--- src/rtl/pio_poll_master_pkg.sv ---
// pio_poll_master_pkg: shared FSM encoding and Avalon constants for the PIO poller
package pio_poll_master_pkg;
    localparam logic [1:0] ST_IDLE = 2'd0;
    localparam logic [1:0] ST_REQ  = 2'd1;
    localparam logic [1:0] ST_WAIT = 2'd2;
    localparam logic [1:0] ST_EVAL = 2'd3;
    localparam int PIO_DATA_ADDR = 0;
    localparam int RDATA_W = 32;
endpackage

--- src/rtl/pio_debounce.sv ---
// pio_debounce: whole-vector debounce producing a stable state plus press/release pulses
module pio_debounce #(
    parameter int DATA_W = 7,
    parameter int DEBOUNCE_CNT = 4
) (
    input  logic              clk,
    input  logic              reset_n,
    input  logic              strobe_i,
    input  logic [DATA_W-1:0] sample_i,
    output logic [DATA_W-1:0] state_o,
    output logic [DATA_W-1:0] press_o,
    output logic [DATA_W-1:0] release_o,
    output logic              valid_o
);
    localparam int CW = $clog2(DEBOUNCE_CNT + 1);
    localparam logic [CW-1:0] CNT_MAX = CW'(DEBOUNCE_CNT);

    logic [CW-1:0]     cnt_q, cnt_d;
    logic [DATA_W-1:0] last_q, last_d, state_q, state_d;
    logic              upd;

    // Pulses are driven in the strobe cycle, while the new state is being loaded
    always_comb begin
        cnt_d     = !strobe_i ? cnt_q :
                    (sample_i != last_q) ? CW'(1) :
                    (cnt_q == CNT_MAX) ? cnt_q : cnt_q + CW'(1);
        last_d    = strobe_i ? sample_i : last_q;
        upd       = strobe_i && (cnt_d == CNT_MAX) && (last_d != state_q);
        state_d   = upd ? last_d : state_q;
        press_o   = upd ? (last_d & ~state_q) : '0;
        release_o = upd ? (~last_d & state_q) : '0;
        valid_o   = strobe_i;
    end

    // Debounce registers with synchronous active-low reset
    always_ff @(posedge clk) begin
        if (!reset_n) begin
            cnt_q   <= '0;
            last_q  <= '0;
            state_q <= '0;
        end else begin
            cnt_q   <= cnt_d;
            last_q  <= last_d;
            state_q <= state_d;
        end
    end

    assign state_o = state_q;
endmodule

--- src/rtl/pio_poll_master.sv ---
// pio_poll_master: periodic Avalon-MM poller of an input PIO feeding a debouncer
module pio_poll_master
    import pio_poll_master_pkg::*;
#(
    parameter int DATA_W = 7,
    parameter int POLL_DIV = 50000,
    parameter int DEBOUNCE_CNT = 4,
    parameter int INVERT = 1,
    parameter int PIO_ADDR = PIO_DATA_ADDR
) (
    input  logic               clk,
    input  logic               reset_n,
    input  logic               enable,
    output logic [1:0]         avm_address,
    output logic               avm_read,
    input  logic               avm_waitrequest,
    input  logic [RDATA_W-1:0] avm_readdata,
    output logic [DATA_W-1:0]  btn_state,
    output logic [DATA_W-1:0]  btn_press,
    output logic [DATA_W-1:0]  btn_release,
    output logic               sample_valid
);
    localparam int TW = $clog2(POLL_DIV);

    logic [TW-1:0]     timer_q, timer_d;
    logic              pending_q, pending_d;
    logic [1:0]        state_q, state_d;
    logic [DATA_W-1:0] samp_q, samp_d;
    logic              tick, go;
    logic              unused_rd;

    // Poll timer, single-deep request flag and the Avalon read FSM
    always_comb begin
        tick      = enable && (timer_q == TW'(POLL_DIV - 1));
        timer_d   = !enable ? timer_q : tick ? '0 : timer_q + TW'(1);
        go        = (state_q == ST_IDLE) && pending_q && enable;
        pending_d = (pending_q && !go) || tick;
        state_d   = (state_q == ST_IDLE) ? (go ? ST_REQ : ST_IDLE) :
                    (state_q == ST_REQ)  ? (avm_waitrequest ? ST_REQ : ST_WAIT) :
                    (state_q == ST_WAIT) ? ST_EVAL : ST_IDLE;
        samp_d    = (state_q == ST_WAIT) ? (avm_readdata[DATA_W-1:0] ^ {DATA_W{INVERT != 0}}) : samp_q;
    end

    // Control registers with synchronous active-low reset
    always_ff @(posedge clk) begin
        if (!reset_n) begin
            timer_q   <= '0;
            pending_q <= 1'b0;
            state_q   <= ST_IDLE;
            samp_q    <= '0;
        end else begin
            timer_q   <= timer_d;
            pending_q <= pending_d;
            state_q   <= state_d;
            samp_q    <= samp_d;
        end
    end

    assign avm_address = 2'(PIO_ADDR);
    assign avm_read    = (state_q == ST_REQ);
    assign unused_rd   = ^avm_readdata;

    pio_debounce #(
        .DATA_W       (DATA_W),
        .DEBOUNCE_CNT (DEBOUNCE_CNT)
    ) u_debounce (
        .clk       (clk),
        .reset_n   (reset_n),
        .strobe_i  (state_q == ST_EVAL),
        .sample_i  (samp_q),
        .state_o   (btn_state),
        .press_o   (btn_press),
        .release_o (btn_release),
        .valid_o   (sample_valid)
    );
endmodule

--- config.mk ---
export PLATFORM = sky130hd
export DESIGN_NAME = pio_poll_master
export DESIGN_NICKNAME = d
export VERILOG_FILES = /design/src/rtl/pio_poll_master_pkg.sv /design/src/rtl/pio_debounce.sv /design/src/rtl/pio_poll_master.sv
export SDC_FILE = /design/constraint.sdc
export NUM_CORES = 1
export LEC_CHECK = 0
export BUFFER_PORTS_ARGS = -buffer_cell sky130_fd_sc_hd__buf_2
export CAP_MARGIN = 40
export CORE_ASPECT_RATIO = 1.2
export CORE_MARGIN = 3
export CORE_UTILIZATION = 25
export CTS_BUF_LIST = sky130_fd_sc_hd__clkbuf_4 sky130_fd_sc_hd__clkbuf_8
export DETAILED_ROUTE_END_ITERATION = 8
export PLACE_DENSITY = 0.55
export SKIP_CTS_REPAIR_TIMING = 1
export SYNTH_ARGS = -nofsm -noshare
export SYNTH_HDL_FRONTEND = slang
export SYNTH_SLANG_ARGS = --single-unit
--- constraint.sdc ---
create_clock -name clk -period 4.1 [get_ports clk]
set_input_delay 0.615 -clock clk [delete_from_list [all_inputs] [get_ports clk]]
set_output_delay 0.615 -clock clk [all_outputs]
set_load 0.02 [all_outputs]
==> flow_metrics.tcl <==
set metrics [dict create \
    final_cells 403 \
    crit_start "state_q[0]$_SDFF_PN0_" \
    grt_pass1_vias 1655 \
    grt.overflow.total 0 \
    powerDensity_mw_per_mm2 295 \
    crit_path_cell_trace "nand2_2, mux2i_1, inv_1, ha_1, and4_1, nand4_1, o2111ai_1, a221oi_4, and2_1, buf_2" \
    core-area_sq_mm 0.00866 \
    finalSetupViolCount 0 \
    slowest_delay_ns 0.59 \
    avgViaCountPerCell 4.28 \
    worst-slew-pin-transition_ns 0.928 \
    p_leak_nw 1.31 \
    clk_path_buf_depth 2 \
    drv_slew 0 \
    p_total_uw 772 \
    fin_nets 338 \
    synth_cell_type_count 35 \
    drive_gt1_share_pct 15.7 \
    crit_type "reg2out" \
    cts_tree "yes" \
    remaining_drc_errors 0 \
    cts.sinks 43 \
    fin_skew_ns 0.0106 \
    io_pins 61 \
    outcome "complete, no violations" \
    hold_ws_ns 0.490 \
    reg2reg_slack_ns 1.18 \
    path_max_fanout 18 \
    hold-path-endpoint "u_debounce.cnt_q[1]$_SDFF_PN0_" \
    seq_area_frac_synth_pct 38.4 \
    antenna_left 0 \
    grt_most_used_layer "met2" \
    final_core_util_pct 30.2 \
    dr.pass1.iters 4 \
    areaGrowthSynthToFinish_pct 16.5 \
    die_w_microns 92.5 \
    gr-usage-met3_pct 2.53 \
    hold_viol_final 0 \
    cts-root-buf "clkbuf_8" \
    grt_usage_pct 9.62 \
    whs_path_depth 2 \
    maxCapViolations 0 \
    max_slew_margin_pct 38.0 \
    dp_hpwl_microns 3410 \
    setup_tns_ns 0 \
    met1_usage_pct 11.3 \
    port_buffers 33 \
    required_ns 3.48 \
    wirelength_microns 4580 \
    gp_congestion 0.794 \
    reg2reg_depth 10 \
    htreeDepth 2 \
    post-place-ws_ns 0.650 \
    synth_area_sq_mm 0.00224 \
    routedWlPerCell_microns 11.4 \
    antenna_cells 0 \
    fin_ws_ns 0.413 \
    cts_buffers 5 \
    ys_ff_latch 43 \
    drtIter0Drc 68 \
    cp-end-kind "output pin" \
    grt_pass1_wl_microns 7850 \
    period_share_pct 89.9 \
    min_path_type "reg2reg" \
    r2r_start "state_q[0]$_SDFF_PN0_" \
    clk_pin_slew_worst_paths_ns 0.09 \
    final_area_sq_mm 0.00262 \
    yosys_warnings 0 \
    rsz0062_at_grt "false" \
    max_freq_mhz 271 \
    synthCells 255 \
    hp-start "u_debounce.cnt_q[1]$_SDFF_PN0_" \
    grt_max_degree 31 \
    antenna_found_initial 0 \
    r2r-end "u_debounce.state_o[2]$_SDFFE_PN0P_" \
    die_y_microns 110 \
    insertion_delay_ns 0.29 \
    postPlaceCellArea_sq_mm 0.00250 \
    die_area_sq_mm 0.0102 \
    avgSynthCellArea_sq_um 8.80 \
    initial_core_util_pct 25.9 \
    cp.arrival_ns 3.07 \
    rows 37 \
    use_met2_pct 17.2 \
    start_kind "register" \
    slowest_stage "a221oi_4" \
    min_period_ns 3.69 \
    ir_drop_mv 0.116 \
    vias 1725 \
    place_inst 395 \
]
[worst max path at each step]
stage                           endpoint  cells after the start  slack [ns]
final                     btn_release[2]                     10        0.41
after global routing        btn_press[0]                     10         0.1
after CTS                 btn_release[0]                     10        0.31
after detailed placement  btn_release[0]                     10        0.65
after global placement      btn_press[2]                     10        0.70
after floorplan             btn_press[6]                     11        1.19
[synth_stat cells]
cell type / number / share of area, %
dfxtp_1: 43 / 38
nand2_1: 35 / 5.9
inv_1: 24 / 4.0
ha_1: 17 / 9.5
nor2_1: 16 / 2.7
and2_1: 15 / 4.2
mux2i_1: 14 / 6.2
xnor2_1: 12 / 4.7
xor2_1: 9 / 3.5
nand3_1: 8 / 1.8
nand4_1: 8 / 2.2
and3_1: 7 / 2.0
o211a_1: 7 / 3.1
clkbuf_1: 6 / 1.0
nor3_1: 4 / 0.89
a21boi_0: 3 / 1.0
a21oi_1: 3 / 0.67
buf_4: 3 / 1.0
nor2b_1: 3 / 0.84
and4_1: 2 / 0.78
o31ai_1: 2 / 0.67
a211o_1: 1 / 0.39
a221oi_4: 1 / 1.2
buf_1: 1 / 0.17
buf_2: 1 / 0.22
buf_6: 1 / 0.50
conb_1: 1 / 0.17
inv_2: 1 / 0.17
nand2_2: 1 / 0.28
nand3b_1: 1 / 0.33
nor3b_1: 1 / 0.33
nor4b_1: 1 / 0.39
o2111ai_1: 1 / 0.39
o21a_1: 1 / 0.33
o21ai_0: 1 / 0.22
[layout make-up]
type	instances	area, sq um
flip-flops and latches	43	861
inverters	25	93.8
well taps	117	146
repair buffers	34	173
clock inverters	3	43.8
fillers	946	6040
clock buffers	5	68.8
multi-input cells	176	1230
[state kept, by name, indices dropped and copies added (netlist names)]
| signal | count |
|---|---|
| timer_q | 16 |
| samp_q | 7 |
| u_debounce.last_q | 7 |
| u_debounce.state_o | 7 |
| u_debounce.cnt_q | 3 |
| state_q | 2 |
| pending_q | 1 |
[cells by family after synthesis]
kind of cell | share of synthesized area (%)
mux | 6.24
fa+ha+maj | 9.48
flops | 38.4
other cells | 0.167
buf+inv | 7.08
xor+xnor | 8.19
simple gates | 22.5
compound gates | 7.97
[layer usage]
metal  vias to the layer above  part of all wire, %
met5                         -                    0
met4                         0                 0.74
met3                         2                  3.6
met2                        22                   50
met1                       809                   45
li1                        892                    -
[critical path: cells and delay by family (launching register included)]
kind            cells  cell delay [ns]
simple gates        4             0.83
compound gates      2             0.76
flops               1             0.35
fa+ha+maj           1             0.31
mux                 1             0.28
buf+inv             2             0.25
[where the power goes]
| group | switching, mW | internal [mW] |
|---|---|---|
| registers | 0.00154 | 0.419 |
| clock network | 0.151 | 0.182 |
| logic | 0.0128 | 0.00601 |
[cells in the final DEF, fill, tap and decap left out, types with 8 or more instances in the layout]
master / n
and2_1: 15
nand2_1: 35
mux2i_1: 14
ha_1: 17
xnor2_1: 12
buf_2: 33
xor2_1: 9
nand4_1: 8
nand3_1: 8
inv_1: 24
nor2_1: 16
dfxtp_1: 43
(Power assumes the default switching activity.)
